### src/rtl/adc_pkg.sv
// adc_pkg: scan/frame state encodings, TLC2543 command-format constants and
// the shared data width, imported by every adc_scan_ctrl file.
package adc_pkg;

  localparam int DATA_W   = 12;
  localparam int CMD_W    = 8;
  localparam int SCK_BITS = 12;

  // Low nibble of the command byte: 12-bit word, MSB first, unipolar.
  localparam logic [3:0] FMT_12B_MSB_UNI = 4'b0000;

  typedef enum logic [1:0] {
    ST_IDLE     = 2'd0,
    ST_FRAME    = 2'd1,
    ST_WAIT_EOC = 2'd2
  } scan_state_e;

  typedef enum logic [2:0] {
    FR_IDLE  = 3'd0,
    FR_SETUP = 3'd1,
    FR_HIGH  = 3'd2,
    FR_LOW   = 3'd3,
    FR_HOLD  = 3'd4
  } frame_state_e;

  function automatic logic [CMD_W-1:0] build_cmd(input logic [3:0] ch, input logic [3:0] fmt);
    return {ch, fmt};
  endfunction

endpackage

### src/rtl/adc_scan_ctrl_if.sv
// adc_scan_ctrl_if: control, ADC serial and result signals of adc_scan_ctrl.
// The err signal exists only when ADC_SCAN_TIMEOUT_EN is defined.
interface adc_scan_ctrl_if;
  import adc_pkg::*;

  logic              start;
  logic              cont;
  logic              sdo;
  logic              eoc;
  logic              cs_n;
  logic              sck;
  logic              sdi;
  logic [DATA_W-1:0] dout;
  logic [3:0]        dout_ch;
  logic              dout_vld;
  logic              busy;
  logic              done;
`ifdef ADC_SCAN_TIMEOUT_EN
  logic              err;
`endif

  modport slave (
`ifdef ADC_SCAN_TIMEOUT_EN
    output err,
`endif
    input  start, cont, sdo, eoc,
    output cs_n, sck, sdi, dout, dout_ch, dout_vld, busy, done
  );

  modport master (
`ifdef ADC_SCAN_TIMEOUT_EN
    input  err,
`endif
    output start, cont, sdo, eoc,
    input  cs_n, sck, sdi, dout, dout_ch, dout_vld, busy, done
  );

endinterface

### src/rtl/adc_spi_frame.sv
// adc_spi_frame: one TLC2543 transfer (cs_n low, setup, 12 SCK pulses, hold).
// Command bits leave on sdi, sdo is shifted in on each SCK rise.
module adc_spi_frame
  import adc_pkg::*;
#(
  parameter int CLK_DIV   = 7,
  parameter int SETUP_CYC = 75
) (
  input  logic              clk,
  input  logic              rst,
  input  logic              start_i,
  input  logic [CMD_W-1:0]  cmd_i,
  input  logic              sdo_i,
  output logic              cs_n_o,
  output logic              sck_o,
  output logic              sdi_o,
  output logic [DATA_W-1:0] data_o,
  output logic              done_o
);

  localparam logic [7:0] SETUP_LD = 8'(SETUP_CYC - 1);
  localparam logic [7:0] DIV_LD   = 8'(CLK_DIV - 1);
  localparam logic [3:0] LAST_BIT = 4'(SCK_BITS);

  frame_state_e      state_q;
  logic [7:0]        cnt_q;
  logic [3:0]        bit_q;
  logic [CMD_W-1:0]  cmd_q;
  logic [DATA_W-1:0] shift_q;
  logic              cs_n_q;
  logic              sck_q;
  logic              sdi_q;
  logic              done_q;

  // Frame sequencer: every phase lasts its counter load plus one cycle.
  always_ff @(posedge clk or posedge rst) begin
    if (rst) begin
      state_q <= FR_IDLE;
      cnt_q   <= 8'd0;
      bit_q   <= 4'd0;
      cmd_q   <= '0;
      shift_q <= '0;
      cs_n_q  <= 1'b1;
      sck_q   <= 1'b0;
      sdi_q   <= 1'b0;
      done_q  <= 1'b0;
    end else begin
      done_q <= 1'b0;
      case (state_q)
        FR_IDLE: begin
          if (start_i) begin
            cs_n_q  <= 1'b0;
            sdi_q   <= cmd_i[CMD_W-1];
            cmd_q   <= {cmd_i[CMD_W-2:0], 1'b0};
            cnt_q   <= SETUP_LD;
            bit_q   <= 4'd0;
            state_q <= FR_SETUP;
          end
        end
        FR_SETUP: begin
          if (cnt_q == 8'd0) begin
            sck_q   <= 1'b1;
            shift_q <= {shift_q[DATA_W-2:0], sdo_i};
            bit_q   <= bit_q + 4'd1;
            cnt_q   <= DIV_LD;
            state_q <= FR_HIGH;
          end else begin
            cnt_q <= cnt_q - 8'd1;
          end
        end
        FR_HIGH: begin
          // Next command bit goes out with the falling edge; zeros follow bit 8.
          if (cnt_q == 8'd0) begin
            sck_q   <= 1'b0;
            sdi_q   <= cmd_q[CMD_W-1];
            cmd_q   <= {cmd_q[CMD_W-2:0], 1'b0};
            cnt_q   <= DIV_LD;
            state_q <= FR_LOW;
          end else begin
            cnt_q <= cnt_q - 8'd1;
          end
        end
        FR_LOW: begin
          if (cnt_q != 8'd0) begin
            cnt_q <= cnt_q - 8'd1;
          end else if (bit_q == LAST_BIT) begin
            cnt_q   <= DIV_LD;
            state_q <= FR_HOLD;
          end else begin
            sck_q   <= 1'b1;
            shift_q <= {shift_q[DATA_W-2:0], sdo_i};
            bit_q   <= bit_q + 4'd1;
            cnt_q   <= DIV_LD;
            state_q <= FR_HIGH;
          end
        end
        FR_HOLD: begin
          if (cnt_q == 8'd0) begin
            cs_n_q  <= 1'b1;
            done_q  <= 1'b1;
            state_q <= FR_IDLE;
          end else begin
            cnt_q <= cnt_q - 8'd1;
          end
        end
        default: begin
          cs_n_q  <= 1'b1;
          sck_q   <= 1'b0;
          sdi_q   <= 1'b0;
          state_q <= FR_IDLE;
        end
      endcase
    end
  end

  assign cs_n_o = cs_n_q;
  assign sck_o  = sck_q;
  assign sdi_o  = sdi_q;
  assign data_o = shift_q;
  assign done_o = done_q;

endmodule

### src/rtl/adc_scan_ctrl.sv
// adc_scan_ctrl: sweeps TLC2543 channels 0..CH_NUM-1 (plus a flush frame),
// syncs EOC and registers results. ADC_SCAN_TIMEOUT_EN adds the EOC timeout/err.
module adc_scan_ctrl
  import adc_pkg::*;
#(
  parameter int         CH_NUM    = 4,
  parameter int         CLK_DIV   = 7,
  parameter int         SETUP_CYC = 75,
  parameter logic [3:0] CMD_FMT   = FMT_12B_MSB_UNI,
  parameter int         EOC_TO    = 2000
) (
  input logic            clk,
  input logic            rst,
  adc_scan_ctrl_if.slave bus_io
);

  localparam logic [3:0] LAST_FRAME = 4'(CH_NUM);

  scan_state_e       state_q;
  logic [3:0]        frame_q;
  logic              frm_start_q;
  logic [DATA_W-1:0] dout_q;
  logic [3:0]        dout_ch_q;
  logic              dout_vld_q;
  logic              busy_q;
  logic              done_q;
  logic [1:0]        eoc_sync_q;
  logic              eoc_prev_q;
  logic              eoc_rise_s;
  logic [3:0]        cmd_ch_s;
  logic              frm_done_s;
  logic [DATA_W-1:0] frm_data_s;
`ifdef ADC_SCAN_TIMEOUT_EN
  localparam int            TO_W    = $clog2(EOC_TO + 1);
  localparam logic [TO_W-1:0] TO_LAST = TO_W'(EOC_TO - 1);
  logic [TO_W-1:0] to_cnt_q;
  logic            err_q;
`endif

  // Flush frame re-addresses channel 0 so the last channel's result comes out.
  always_comb begin
    if (frame_q == LAST_FRAME) begin
      cmd_ch_s = 4'd0;
    end else begin
      cmd_ch_s = frame_q;
    end
  end

  // EOC synchroniser and edge register.
  always_ff @(posedge clk or posedge rst) begin
    if (rst) begin
      eoc_sync_q <= 2'b00;
      eoc_prev_q <= 1'b0;
    end else begin
      eoc_sync_q <= {eoc_sync_q[0], bus_io.eoc};
      eoc_prev_q <= eoc_sync_q[1];
    end
  end

  assign eoc_rise_s = eoc_sync_q[1] & ~eoc_prev_q;

  // Sweep sequencer with registered result and status outputs.
  always_ff @(posedge clk or posedge rst) begin
    if (rst) begin
      state_q     <= ST_IDLE;
      frame_q     <= 4'd0;
      frm_start_q <= 1'b0;
      dout_q      <= '0;
      dout_ch_q   <= 4'd0;
      dout_vld_q  <= 1'b0;
      busy_q      <= 1'b0;
      done_q      <= 1'b0;
`ifdef ADC_SCAN_TIMEOUT_EN
      to_cnt_q    <= '0;
      err_q       <= 1'b0;
`endif
    end else begin
      frm_start_q <= 1'b0;
      dout_vld_q  <= 1'b0;
      done_q      <= 1'b0;
      case (state_q)
        ST_IDLE: begin
          if (bus_io.start) begin
            frame_q     <= 4'd0;
            frm_start_q <= 1'b1;
            busy_q      <= 1'b1;
            state_q     <= ST_FRAME;
`ifdef ADC_SCAN_TIMEOUT_EN
            err_q       <= 1'b0;
`endif
          end
        end
        ST_FRAME: begin
          // Frame 0 returns a stale conversion, so it is never published.
          if (frm_done_s) begin
            state_q <= ST_WAIT_EOC;
            if (frame_q != 4'd0) begin
              dout_q     <= frm_data_s;
              dout_ch_q  <= frame_q - 4'd1;
              dout_vld_q <= 1'b1;
            end
`ifdef ADC_SCAN_TIMEOUT_EN
            to_cnt_q <= '0;
`endif
          end
        end
        ST_WAIT_EOC: begin
          if (eoc_rise_s) begin
            if (frame_q == LAST_FRAME) begin
              done_q  <= 1'b1;
              frame_q <= 4'd0;
              if (bus_io.cont) begin
                frm_start_q <= 1'b1;
                state_q     <= ST_FRAME;
              end else begin
                busy_q  <= 1'b0;
                state_q <= ST_IDLE;
              end
            end else begin
              frame_q     <= frame_q + 4'd1;
              frm_start_q <= 1'b1;
              state_q     <= ST_FRAME;
            end
          end
`ifdef ADC_SCAN_TIMEOUT_EN
          else if (to_cnt_q == TO_LAST) begin
            err_q   <= 1'b1;
            busy_q  <= 1'b0;
            state_q <= ST_IDLE;
          end else begin
            to_cnt_q <= to_cnt_q + TO_W'(1);
          end
`endif
        end
        default: begin
          busy_q  <= 1'b0;
          state_q <= ST_IDLE;
        end
      endcase
    end
  end

  adc_spi_frame #(
    .CLK_DIV  (CLK_DIV),
    .SETUP_CYC(SETUP_CYC)
  ) u_frame (
    .clk    (clk),
    .rst    (rst),
    .start_i(frm_start_q),
    .cmd_i  (build_cmd(cmd_ch_s, CMD_FMT)),
    .sdo_i  (bus_io.sdo),
    .cs_n_o (bus_io.cs_n),
    .sck_o  (bus_io.sck),
    .sdi_o  (bus_io.sdi),
    .data_o (frm_data_s),
    .done_o (frm_done_s)
  );

  assign bus_io.dout     = dout_q;
  assign bus_io.dout_ch  = dout_ch_q;
  assign bus_io.dout_vld = dout_vld_q;
  assign bus_io.busy     = busy_q;
  assign bus_io.done     = done_q;
`ifdef ADC_SCAN_TIMEOUT_EN
  assign bus_io.err      = err_q;
`endif

endmodule

### src/flat_wrapper.sv
// flat-port wrapper written by rule: the top's interface ports become plain ports
module adc_scan_ctrl_flat import adc_pkg::*;
#(
  parameter int         CH_NUM    = 4,
  parameter int         CLK_DIV   = 7,
  parameter int         SETUP_CYC = 75,
  parameter logic [3:0] CMD_FMT   = FMT_12B_MSB_UNI,
  parameter int         EOC_TO    = 2000
)
  (clk, rst, bus_io_start, bus_io_cont, bus_io_sdo, bus_io_eoc, bus_io_cs_n, bus_io_sck, bus_io_sdi, bus_io_dout, bus_io_dout_ch, bus_io_dout_vld, bus_io_busy, bus_io_done);
  adc_scan_ctrl_if bus_io_i ();
  input logic clk;
  input logic rst;
  input wire logic [$bits(bus_io_i.start)-1:0] bus_io_start;
  input wire logic [$bits(bus_io_i.cont)-1:0] bus_io_cont;
  input wire logic [$bits(bus_io_i.sdo)-1:0] bus_io_sdo;
  input wire logic [$bits(bus_io_i.eoc)-1:0] bus_io_eoc;
  output wire logic [$bits(bus_io_i.cs_n)-1:0] bus_io_cs_n;
  output wire logic [$bits(bus_io_i.sck)-1:0] bus_io_sck;
  output wire logic [$bits(bus_io_i.sdi)-1:0] bus_io_sdi;
  output wire logic [$bits(bus_io_i.dout)-1:0] bus_io_dout;
  output wire logic [$bits(bus_io_i.dout_ch)-1:0] bus_io_dout_ch;
  output wire logic [$bits(bus_io_i.dout_vld)-1:0] bus_io_dout_vld;
  output wire logic [$bits(bus_io_i.busy)-1:0] bus_io_busy;
  output wire logic [$bits(bus_io_i.done)-1:0] bus_io_done;
  assign bus_io_i.start = bus_io_start;
  assign bus_io_i.cont = bus_io_cont;
  assign bus_io_i.sdo = bus_io_sdo;
  assign bus_io_i.eoc = bus_io_eoc;
  assign bus_io_cs_n = bus_io_i.cs_n;
  assign bus_io_sck = bus_io_i.sck;
  assign bus_io_sdi = bus_io_i.sdi;
  assign bus_io_dout = bus_io_i.dout;
  assign bus_io_dout_ch = bus_io_i.dout_ch;
  assign bus_io_dout_vld = bus_io_i.dout_vld;
  assign bus_io_busy = bus_io_i.busy;
  assign bus_io_done = bus_io_i.done;
  adc_scan_ctrl #(.CH_NUM(CH_NUM), .CLK_DIV(CLK_DIV), .SETUP_CYC(SETUP_CYC), .CMD_FMT(CMD_FMT), .EOC_TO(EOC_TO)) u_core (.clk(clk), .rst(rst), .bus_io(bus_io_i));
endmodule
### config.mk
export PLATFORM = sky130hd
export DESIGN_NAME = adc_scan_ctrl_flat
export DESIGN_NICKNAME = d
export VERILOG_FILES = /design/src/rtl/adc_pkg.sv /design/src/rtl/adc_scan_ctrl_if.sv /design/src/rtl/adc_spi_frame.sv /design/src/rtl/adc_scan_ctrl.sv /design/src/flat_wrapper.sv
export SDC_FILE = /design/constraint.sdc
export NUM_CORES = 1
export LEC_CHECK = 0
export ABC_AREA = 1
export BUFFER_PORTS_ARGS = -buffer_cell sky130_fd_sc_hd__buf_2
export CAP_MARGIN = 20
export CORE_MARGIN = 2
export CORE_UTILIZATION = 53
export CTS_CLUSTER_DIAMETER = 50
export DETAILED_ROUTE_END_ITERATION = 16
export PLACE_DENSITY_LB_ADDON = 0.08
export SETUP_SLACK_MARGIN = 0.2
export SLEW_MARGIN = 20
export SYNTH_ARGS = -nofsm -noshare
export SYNTH_HDL_FRONTEND = slang
export SYNTH_SLANG_ARGS = --single-unit
### constraint.sdc
create_clock -name clk -period 1.9 [get_ports clk]
set_clock_uncertainty 0.05 [all_clocks]
set_input_delay 0.285 -clock clk [delete_from_list [all_inputs] [get_ports clk]]
set_output_delay 0.285 -clock clk [all_outputs]
set_load 0.01 [all_outputs]
==> summary.json <==
{
  "yosys": {
    "synthTopCellsByArea": "sky130_fd_sc_hd__dfrtp_1 52%, sky130_fd_sc_hd__nand2_1 13%, sky130_fd_sc_hd__inv_1 5.2%",
    "synthArstFlopShare_pct": 100,
    "yosysUniqueCellTypes": 32,
    "number_of_enable_type_register_cells_in_the_synthesized_netlist": 0,
    "synth_warnings": 0,
    "synth-seq-cells": 63,
    "synth_sequential_area_ratio_pct": 52.4,
    "synthCells": 354,
    "synth_flop_type": "sky130_fd_sc_hd__dfrtp_1",
    "avgSynthCellArea_um2": 8.50,
    "synth_top_area_cell": "sky130_fd_sc_hd__dfrtp_1",
    "synth.top_cell.area_share_pct": 51.6,
    "syn_nets": 365,
    "cell_area_after_synthesis_um2": 3010
  },
  "sta": {
    "setup_total_negative_slack_ps": 0,
    "post-route-period-util_pct": 83.9,
    "rsz0062_at_grt": "yes",
    "min_cycle_time_layout_ps": 1590,
    "worst_pin_slew_ps": 444,
    "drv_slew": 0,
    "finish_stage_setup_viols": 0,
    "relSlewSlack_pct": 70.1,
    "achievable-frequency_mhz": 628,
    "hold_viol_final": 0
  },
  "placement": {
    "dpl.hpwl_mm": 3.93,
    "gpl.final_weighted_congestion": 0.847,
    "dpl.cell_count": 451,
    "port_buffers": 27,
    "placement.cell_area_um2": 3250
  },
  "global_route": {
    "grt_remaining_overflow": 0,
    "antenna_violations_before_repair": 0,
    "grt_usage_pct": 21.9,
    "grt_max_degree": 57,
    "first_pass_grt_wire_length_mm": 10.5,
    "first_global_vias": 2235
  },
  "die": {
    "start_util_pct": 54.6,
    "io_pins": 28,
    "chipWidth_um": 79.4,
    "floorplan.die.height_um": 79.4,
    "fp.coreArea_um2": 5510,
    "fp.dieArea_um2": 6300,
    "std_cell_rows": 27
  },
  "clocking": {
    "insertion_delay_ps": 340,
    "clk_transition_reported_paths_ps": 70,
    "cts-buffers-inserted": 9,
    "clock_sinks": 63,
    "cts-htree-levels": 3,
    "cts_tree": "done",
    "clock_path_buffers": 2,
    "ctsRootBufferMaster": "sky130_fd_sc_hd__clkbuf_8"
  },
  "power_and_ir_drop": {
    "total_power_mw": 2.67,
    "power.static_leakage_nw": 1.91,
    "ir_worst_vdd_v": 0.000555,
    "power.density_cell_area_nw_per_um2": 749
  },
  "route": {
    "vias_per_cell": 5.02,
    "vias": 2363,
    "wire_per_inst_um": 12.8,
    "drt-total-wl_mm": 6.01,
    "detail_route.drc_violations": 0,
    "firstDrtPassIters": 4,
    "dr.first_iter.drc_count": 160,
    "final_antenna_net_count": 0
  },
  "finish": {
    "finalCoreUtilization_pct": 64.7,
    "final_common_cell": "sky130_fd_sc_hd__nand2_1",
    "multi_input_comb_area_um2": 1280,
    "area_growth_pct": 18.3,
    "area.sequential_um2": 1580,
    "drive_gt1_share_pct": 21.6,
    "fin_area_um2": 3560,
    "layoutNonFillerInstCount": 471,
    "fillers": 483,
    "number_of_nets_at_the_end_of_the_flow": 406,
    "antennaDiodeCount": 0,
    "most-common-layout-cells": "108 x sky130_fd_sc_hd__nand2_1, 61 x sky130_fd_sc_hd__dfrtp_1, 40 x sky130_fd_sc_hd__inv_1"
  },
  "setup_path": {
    "timing.setup.critical_path_class": "reg2reg",
    "worst_setup_path_start_kind": "flop",
    "cp_data_required_time_ps": 2080,
    "crit_path_max_incr_delay_ps": 430,
    "cp.arrival_ps": 1770,
    "cpLargestDelayFamily": "simple AND/OR/NAND/NOR gates",
    "slowest_stage_cell_on_the_critical_path": "sky130_fd_sc_hd__dfrtp_1",
    "critical_path_cell_by_cell": "nor2_2 -> nand2_2 -> nor2_8 -> buf_12 -> nand3_4 -> nor2_1 -> a21oi_2",
    "critPathMaxFanout": 13,
    "setup.worst_path.end_class": "flop",
    "critical_path_buf_inv_count": 1
  },
  "outcome": {
    "status": "finished, final reports clean"
  },
  "run": {
    "drv.max_cap_violation_count": 0
  },
  "worst_hold_path": {
    "holdCritPathClass": "in2reg"
  }
}
==> sequential cells by signal, summed over array words and instances, names as in the netlist, 2 cells and up <==
name / count
u_core.bus_io.dout: 12
u_core.u_frame.data_o: 12
u_core.u_frame.cnt_q: 8
u_core.bus_io.dout_ch: 4
u_core.frame_q: 4
u_core.u_frame.bit_q: 4
u_core.u_frame.cmd_q: 3
u_core.u_frame.state_q: 3
u_core.eoc_sync_q: 2
u_core.state_q: 2
==> area by class of cell <==
cell class	instances	area share (%)
inverters	45	4.85
clock inverters	4	1.97
clock buffers	11	3.97
multi-input cells	242	35.9
repair buffers	34	6.47
well taps	72	2.53
flip-flops and latches	63	44.3
==> timing repair <==
| item | 4_1_cts | 5_1_grt |
|---|---|---|
| setup buffers | 0 | 2 |
| gates cloned | 1 | 0 |
| hold buffers | 2 | 0 |
| setup endpoints to repair | 1 | 25 |
| resized for setup | 1 | 9 |
| hold endpoints to repair | 8 | 0 |
| pin swaps | 1 | 2 |
==> per-stage QoR <==
step / setup slack [ps] / hold WS (ps)
final: 307 / 131
after global routing: 181 / 129
after detailed placement: 201 / 173
after global placement: 252 / 168
after floorplan: 369 / 266
after CTS: 237 / 122
==> power by group <==
part	internal, mW	switching (mW)	total (mW)
Clock	0.763	0.515	1.28
Combinational	0.0124	0.0311	0.0435
Sequential	1.35	0.00134	1.35
==> cell families after synthesis <==
| family | synth area share [%] |
|---|---|
| AO/OA/AOI/OAI | 10.4 |
| XOR/XNOR | 1.75 |
| adder cells (fa/ha/maj) | 2.08 |
| buffers and inverters | 6.78 |
| flip-flops | 52.4 |
| AND/OR/NAND/NOR | 26.5 |
==> cell usage after synthesis, types with 2 or more instances <==
master                     count
sky130_fd_sc_hd__nand4_1       3
sky130_fd_sc_hd__nor2_2        4
sky130_fd_sc_hd__nor3_1        2
sky130_fd_sc_hd__o21ai_0      27
sky130_fd_sc_hd__a21oi_1       3
sky130_fd_sc_hd__xor2_1        4
sky130_fd_sc_hd__o21ai_2       8
sky130_fd_sc_hd__nor2_1       22
sky130_fd_sc_hd__dfrtp_1      62
sky130_fd_sc_hd__nand3b_1      2
sky130_fd_sc_hd__buf_6         2
sky130_fd_sc_hd__inv_2         3
sky130_fd_sc_hd__o21ai_1       7
sky130_fd_sc_hd__xnor2_1       2
sky130_fd_sc_hd__nand2_1     108
sky130_fd_sc_hd__ha_1          5
sky130_fd_sc_hd__clkbuf_1      2
sky130_fd_sc_hd__nand3_1      24
sky130_fd_sc_hd__nor2_4        2
sky130_fd_sc_hd__inv_1        42
sky130_fd_sc_hd__nand2_2       8
sky130_fd_sc_hd__o211ai_1      2
==> final timing paths <==
kind	endpoint	slack, ps	from	cells after the start
max in group asynchronous	u_core.u_frame.cs_n_o$_DFFE_PP1P_	860	rst	4
worst max register to register	u_core.u_frame.data_o[0]$_DFFE_PP0P_	310	u_core.u_frame.cnt_q[5]$_DFFE_PP0P_	7
min in group asynchronous	u_core.eoc_prev_q$_DFF_PP0_	370	rst	3
worst min register to register	u_core.eoc_sync_q[1]$_DFF_PP0_	310	u_core.eoc_sync_q[0]$_DFF_PP0_	0
worst min-delay path	u_core.u_frame.data_o[0]$_DFFE_PP0P_	130	bus_io_sdo	3
worst max-delay path	u_core.u_frame.data_o[0]$_DFFE_PP0P_	310	u_core.u_frame.cnt_q[5]$_DFFE_PP0P_	7
==> layer usage <==
layer | up-vias | share of wire, % | track usage (%)
met5 | - | 0 | 0
met3 | 10 | 3.6 | 4.20
met4 | 0 | 2.2 | 11.4
li1 | 1203 | - | -
met1 | 1097 | 50 | 30.5
met2 | 53 | 45 | 32.8
==> worst register-to-register path, stage by stage, from the launching register on <==
cell                      delay, ps
sky130_fd_sc_hd__dfrtp_1        430
sky130_fd_sc_hd__nor2_2         190
sky130_fd_sc_hd__nand2_2        140
sky130_fd_sc_hd__nor2_8         180
sky130_fd_sc_hd__buf_12         130
sky130_fd_sc_hd__nand3_4        160
sky130_fd_sc_hd__nor2_1         170
sky130_fd_sc_hd__a21oi_2         40
Power figures use the tool's default switching activity.
